[src/rtl/readreg.sv]
// Register-read stage between rename and issue: reads operands, merges same-cycle
// writeback, holds under stall. Optional macro READREG_WB_BYPASS_EN enables wb bypass/snoop.
module readreg #(
  parameter int READREG_WIDTH    = 2,
  parameter int WB_WIDTH         = 4,
  parameter int PHY_REG_ID_WIDTH = 6,
  parameter int REG_DATA_WIDTH   = 32,
  parameter int PAYLOAD_WIDTH    = 64
) (
  input  logic                                                      clk,
  input  logic                                                      rst,
  input  logic [READREG_WIDTH-1:0]                                  rename_readreg_valid,
  input  logic [READREG_WIDTH-1:0][1:0][PHY_REG_ID_WIDTH-1:0]       rename_readreg_src_id,
  input  logic [READREG_WIDTH-1:0][1:0]                             rename_readreg_src_need,
  input  logic [READREG_WIDTH-1:0][PAYLOAD_WIDTH-1:0]               rename_readreg_payload,
  output logic                                                      readreg_rename_stall,
  output logic [READREG_WIDTH-1:0][1:0][PHY_REG_ID_WIDTH-1:0]       readreg_phyf_id,
  input  logic [READREG_WIDTH-1:0][1:0][REG_DATA_WIDTH-1:0]         phyf_readreg_data,
  input  logic [READREG_WIDTH-1:0][1:0]                             phyf_readreg_data_valid,
  input  logic [WB_WIDTH-1:0][PHY_REG_ID_WIDTH-1:0]                 wb_phyf_id,
  input  logic [WB_WIDTH-1:0][REG_DATA_WIDTH-1:0]                   wb_phyf_data,
  input  logic [WB_WIDTH-1:0]                                       wb_phyf_we,
  output logic [READREG_WIDTH-1:0]                                  readreg_issue_valid,
  output logic [READREG_WIDTH-1:0][1:0][REG_DATA_WIDTH-1:0]         readreg_issue_src_data,
  output logic [READREG_WIDTH-1:0][1:0]                             readreg_issue_src_ready,
  output logic [READREG_WIDTH-1:0][PAYLOAD_WIDTH-1:0]               readreg_issue_payload,
  input  logic                                                      issue_readreg_stall,
  input  logic                                                      commit_readreg_flush
);

  genvar gi, gk;

  assign readreg_rename_stall = issue_readreg_stall;
  assign readreg_phyf_id      = rename_readreg_src_id;

`ifdef READREG_WB_BYPASS_EN
  // Returns {hit, data}; the lowest-numbered matching port wins.
  function automatic logic [REG_DATA_WIDTH:0] wb_match(
    input logic [PHY_REG_ID_WIDTH-1:0]                 id,
    input logic [WB_WIDTH-1:0][PHY_REG_ID_WIDTH-1:0]   wid,
    input logic [WB_WIDTH-1:0][REG_DATA_WIDTH-1:0]     wdata,
    input logic [WB_WIDTH-1:0]                         we
  );
    logic [REG_DATA_WIDTH:0] r;
    r = '0;
    for (int w = WB_WIDTH - 1; w >= 0; w--) begin
      if (we[w] && (wid[w] == id)) r = {1'b1, wdata[w]};
    end
    return r;
  endfunction
`else
  logic unused_wb;
  assign unused_wb = ^{wb_phyf_id, wb_phyf_data, wb_phyf_we};
`endif

  for (gi = 0; gi < READREG_WIDTH; gi++) begin : g_slot
    logic                     valid_reg, valid_next;
    logic [PAYLOAD_WIDTH-1:0] payload_reg, payload_next;

    always_comb begin
      valid_next   = valid_reg;
      payload_next = payload_reg;
      if (commit_readreg_flush) begin
        valid_next   = 1'b0;
        payload_next = '0;
      end else if (!issue_readreg_stall) begin
        valid_next   = rename_readreg_valid[gi];
        payload_next = rename_readreg_payload[gi];
      end
    end

    always_ff @(posedge clk) begin
      if (rst) begin
        valid_reg   <= 1'b0;
        payload_reg <= '0;
      end else begin
        valid_reg   <= valid_next;
        payload_reg <= payload_next;
      end
    end

    assign readreg_issue_valid[gi]   = valid_reg;
    assign readreg_issue_payload[gi] = payload_reg;

    for (gk = 0; gk < 2; gk++) begin : g_src
      logic                      ready_reg, ready_next;
      logic [REG_DATA_WIDTH-1:0] data_reg, data_next;
`ifdef READREG_WB_BYPASS_EN
      logic [PHY_REG_ID_WIDTH-1:0] id_reg;
      logic [REG_DATA_WIDTH:0]     cap_hit, snoop_hit;

      assign cap_hit   = wb_match(rename_readreg_src_id[gi][gk], wb_phyf_id, wb_phyf_data, wb_phyf_we);
      assign snoop_hit = wb_match(id_reg, wb_phyf_id, wb_phyf_data, wb_phyf_we);

      // Held ids let a stalled entry pick up its operand when it is written back.
      always_ff @(posedge clk) begin
        if (rst) id_reg <= '0;
        else if (!commit_readreg_flush && !issue_readreg_stall) id_reg <= rename_readreg_src_id[gi][gk];
      end
`endif

      always_comb begin
        ready_next = ready_reg;
        data_next  = data_reg;
        if (commit_readreg_flush) begin
          ready_next = 1'b0;
          data_next  = '0;
        end else if (!issue_readreg_stall) begin
          if (!rename_readreg_src_need[gi][gk]) begin
            ready_next = 1'b1;
            data_next  = '0;
`ifdef READREG_WB_BYPASS_EN
          end else if (cap_hit[REG_DATA_WIDTH]) begin
            ready_next = 1'b1;
            data_next  = cap_hit[REG_DATA_WIDTH-1:0];
`endif
          end else begin
            ready_next = phyf_readreg_data_valid[gi][gk];
            data_next  = phyf_readreg_data[gi][gk];
          end
        end
`ifdef READREG_WB_BYPASS_EN
        else if (valid_reg && !ready_reg && snoop_hit[REG_DATA_WIDTH]) begin
          ready_next = 1'b1;
          data_next  = snoop_hit[REG_DATA_WIDTH-1:0];
        end
`endif
      end

      always_ff @(posedge clk) begin
        if (rst) begin
          ready_reg <= 1'b0;
          data_reg  <= '0;
        end else begin
          ready_reg <= ready_next;
          data_reg  <= data_next;
        end
      end

      assign readreg_issue_src_ready[gi][gk] = ready_reg;
      assign readreg_issue_src_data[gi][gk]  = data_reg;
    end
  end

endmodule
[config.mk]
export PLATFORM = sky130hd
export DESIGN_NAME = readreg
export DESIGN_NICKNAME = d
export VERILOG_FILES = /design/src/rtl/readreg.sv
export SDC_FILE = /design/constraint.sdc
export NUM_CORES = 1
export LEC_CHECK = 0
export CORE_AREA = 2 2 291 293
export DETAILED_ROUTE_END_ITERATION = 6
export DIE_AREA = 0 0 293 295
export GPL_TIMING_DRIVEN = 0
export PLACE_DENSITY_LB_ADDON = 0.05
export SYNTH_ARGS = -nofsm -noshare
export SYNTH_HDL_FRONTEND = slang
export SYNTH_SLANG_ARGS = --single-unit
[constraint.sdc]
create_clock -name clk -period 1.8 [get_ports clk]
set_input_delay 0.27 -clock clk [delete_from_list [all_inputs] [get_ports clk]]
set_output_delay 0.27 -clock clk [all_outputs]
set_load 0.05 [all_outputs]
======== Word level (Yosys, flattened, before mapping) ========
Index checks and enable logic that the tools add are counted.
operators by class
  $add $sub $neg .......................... 0
  $mul .................................... 0
  div/mod/pow operators ................... 0
  order comparisons ....................... 0
  equal/unequal tests ..................... 0
  shifts and indexed selects .............. 0
  muxes and demuxes ....................... 8
  bitwise logic cells ..................... 0
  reductions and logical operators ........ 1
operator list
  operator            number
  32-bit 2-to-1 mux   4
  1-bit 2-to-1 mux    4
  2-bit OR reduction  1
word-level totals
  register bits ........................... 262
  latch bits .............................. 0
  bits in writable memories ............... 0
  bits in read-only memories .............. 0
  input port bits ......................... 450
  output and inout bits ................... 287
  word-level logic and storage cells ...... 21
  memories ................................ 0

======== Depth between registers and ports, before layout ========
  depth after elaboration ................. 1
  gate-level depth with buffers ........... 5
  gate-level depth less buffers ........... 2

======== Worst setup path after synthesis ========
Ideal clock, no wire load.
  path kind ............................... input-to-reg
  from .................................... input commit_readreg_flush
  to ...................................... register g_slot[0].g_src[0].data_reg[10]
  library setup time ...................... 0.066 ns
  arrival time ............................ 1.005 ns
  required time ........................... 1.734 ns
  slack ................................... 0.729 ns
  stages on the path ...................... 5
  path buffers ............................ 3
  cells stage by stage .................... or2_1 > buf_4 > buf_6 > buf_6 > a21oi_2
on the way
  word-level cells in the longest chain between the ends .. 1
RTL lines
  element                              line  text
  start, declared                      28    input logic commit_readreg_flush
  2-bit OR reduction (no source line)  n/a
  end signal, assigned                 136   data_reg <= data_next;
  end, declared                        87    logic [REG_DATA_WIDTH-1:0] data_reg, data_next;
Every way passes these cells.
A chain may end at the register's enable or synchronous reset.

======== Worst setup path in the final report ========
  from .................................... register g_slot[0].g_src[1].data_reg[28]
  to ...................................... output readreg_issue_src_data[60] (netlist bit)
RTL lines
  element                 line  text
  start, declared         87
  start signal, assigned  136
  end, declared           24    output logic [READREG_WIDTH-1:0][1:0][REG_DATA_WIDTH-1:0] readreg_issue_src_data,
No word-level cell between the ends.

==> results.toml <==
[routing]
via_per_inst = 3.42
drtAntennaViolNets = 0
wl_per_cell_um = 18.9
dr_total_vias = 9377
drt_first_pass_iters = 4
drc = 0
drt_wl_total_um = 51900
drtIter0Drc = 293

[clocking]
clk_pin_slew_ns = 0.06
clock-sinks = 262
root_buffer = "clkbuf_16"
numCtsBuffers = 40
clockBufferDepth = 3
cts_setup_buffers = 0
cts_hold_buf = 0
cts_tree = "built"
cts_max_level = 2
clock_latency_ns = 0.55

[grt]
track_usage_pct = 11.6
grt_max_degree = 11
grt_pass1_vias = 9911
antenna_found_initial = 11
grt_overflow = 0
grt_pass1_wl_um = 73300

[place]
hpwl_um = 39400
gp_congestion = 0.714
pre_cts_slack_ns = -0.283
place_inst = 2670
numPortBuffers = 551

[logic_synthesis]
synth_xor_area_share_pct = 0
yosysTopAreaCellShare_pct = 51.4
syn_area_per_cell_um2 = 9.81
ys_seq_area_share_pct = 51.4
synthTopCellsByArea = "dfxtp_1 (51%), mux2i_1 (13%), nand3b_1 (9.4%), nor2_1 (4.8%), nand2_1 (4.7%)"
synth.distinct_cells = 16
ys_warn_count = 0
synthAdderAreaFrac_pct = 0
synth-compound-area-share_pct = 8.12
syn_nets = 1489
synth_top_cell_by_area = "dfxtp_1"
ys_ff_latch = 262
synthMuxAreaShare_pct = 12.8
synthSimpleGateAreaFrac_pct = 19.7
syn_area_um2 = 10200
syn_inst = 1039
synth_top_family_by_area = "simple AND/OR/NAND/NOR gates"

[setup_path]
start_kind = "flop"
crit_chain = "dlygate4sd2_1"
cp_slowest_stage_delay_ns = 0.59
cpLargestDelayFamily = "buffers and inverters"
worstSetupPathType = "flop to primary output"
crit_buf_inv = 1
crit_start = "g_slot[0].g_src[1].data_reg[28]$_SDFFE_PP0N_"
critPathSlowestCell = "dlygate4sd2_1"
r2r-start = "g_slot[1].g_src[0].data_reg[12]$_SDFFE_PP0N_"
reg2reg_depth = 2
r2r_setup_slack_ns = 1.17
cp_max_fo = 2
cp_num_cells = 1
crit_arrival_ns = 1.47
cp-endpoint = "readreg_issue_src_data[60]"
timing.rr.end = "g_slot[1].g_src[0].data_reg[12]$_SDFFE_PP0N_"
crit_required_ns = 1.53
cp-end-kind = "primary output"

[outcome]
outcome = "completed"

[die]
die_y_um = 295
start_util_pct = 12.3
num_rows = 106
die_w_um = 293
io_pins = 737
die_area_um2 = 86400
core_um2 = 83200

[cells_and_area]
fin_util_pct = 21.8
layout.nets = 2082
drive_gt1_share_pct = 13.5
fillers = 9163
stdcell_count = 2745
area_growth_pct = 77.7

[sta]
skew_ns = 0
holdWs_ns = 0.151
tns_ns = 0
finalHoldViolCount = 0
tightest_slew_ns = 0.769
rsz0062_at_grt = "no"
slew_violations = 0
period_minus_slack_ns = 1.74
finalSetupViolCount = 0
period_share_pct = 96.6
relSlewSlack_pct = 48.7
timing.fmax_mhz = 575
setup_slack_ns = 0.0606

[run]
max_cap_viol_count = 0

[min_path]
min_path_type = "input port to flop"

[pwr]
leakage_nw = 7.46
power_density_nw_per_um2 = 905
peakVddDrop_uv = 426
[what timing repair did]
action	4_1_cts	5_1_grt
endpoints found under the setup margin	262	30
resized for setup	339	33
pin swaps	0	0
[cells in the final DEF, fill, tap and decap left out, drive strengths merged, types with 73 or more instances in the layout]
master         count
dlygate4sd2      178
clkbuf            97
nand2            128
clkdlybuf4s15     73
buf               95
mux2i            130
nand3b           128
dfxtp            262
nor2             130
a21oi            128
clkdlybuf4s50    289
[cell type report]
cell class	count	area, um2	area share [%]
multi-input combinational	657	4140	22.8
sequential	262	5250	28.9
clock inverter	10	90.1	0.497
antenna	4	10.0	0.0552
timing repair buffer	551	5260	29.0
tap	1080	1350	7.46
buffer	120	812	4.48
clock buffer	61	1210	6.69
[Yosys cell counts]
master,instances
a21oi_1,78
a21oi_2,50
buf_1,7
buf_2,19
buf_4,46
buf_6,22
clkbuf_1,26
dfxtp_1,262
mux2i_1,130
nand2_1,128
nand3b_1,128
nor2_1,130
nor2b_1,4
nor3_1,4
nor3b_1,4
or2_1,1
[per-layer routing]
layer / wire length (um) / track usage, % / share of wire (%)
met1: 20400 / 13.0 / 39
met4: 1010 / 2.99 / 1.9
met5: 113 / 0 / 0.22
met2: 25900 / 20.5 / 50
met3: 4470 / 4.74 / 8.6
[how the worst min path moves through the flow]
stage,startpoint,slack [ns],endpoint,cells past startpoint
final,rename_readreg_src_need[2],0.15,g_slot[1].g_src[0].data_reg[31]$_SDFFE_PP0N_,3
after global routing,rename_readreg_src_need[2],0.15,g_slot[1].g_src[0].data_reg[31]$_SDFFE_PP0N_,3
after CTS,rename_readreg_src_need[2],0.10,g_slot[1].g_src[0].data_reg[31]$_SDFFE_PP0N_,3
after detailed placement,g_slot[1].g_src[1].data_reg[30]$_SDFFE_PP0N_,0.45,g_slot[1].g_src[1].data_reg[30]$_SDFFE_PP0N_,2
after global placement,g_slot[1].g_src[0].data_reg[8]$_SDFFE_PP0N_,0.45,g_slot[1].g_src[0].data_reg[8]$_SDFFE_PP0N_,2
after floorplan,rename_readreg_payload[0],0.41,g_slot[0].payload_reg[0]$_SDFFE_PP0N_,2
[through the flow]
| step | area (um2) | total power [mW] |
|---|---|---|
| after detailed placement | 17100 | 8.81 |
| final | 18100 | 16.4 |
| after floorplan | 10200 | 7.53 |
| after CTS | 18100 | 16.9 |
| after global routing | 18100 | 17.2 |
| after global placement | 17100 | 8.82 |
[report_power, final]
part           internal [mW]  leakage [nW]  total, mW  switching (mW)
clock network           4.77         0.647       7.87            3.10
registers               5.96          2.13       6.04          0.0749
logic                   1.08          4.69       2.49            1.41
total                   11.8          7.46       16.4            4.58
[cell families after synthesis]
family | after synthesis
AO/OA/AOI/OAI | 128
flip-flops | 262
buffers and inverters | 120
multiplexers | 130
AND/OR/NAND/NOR | 399
No activity file was read; power rests on OpenSTA's default activity.
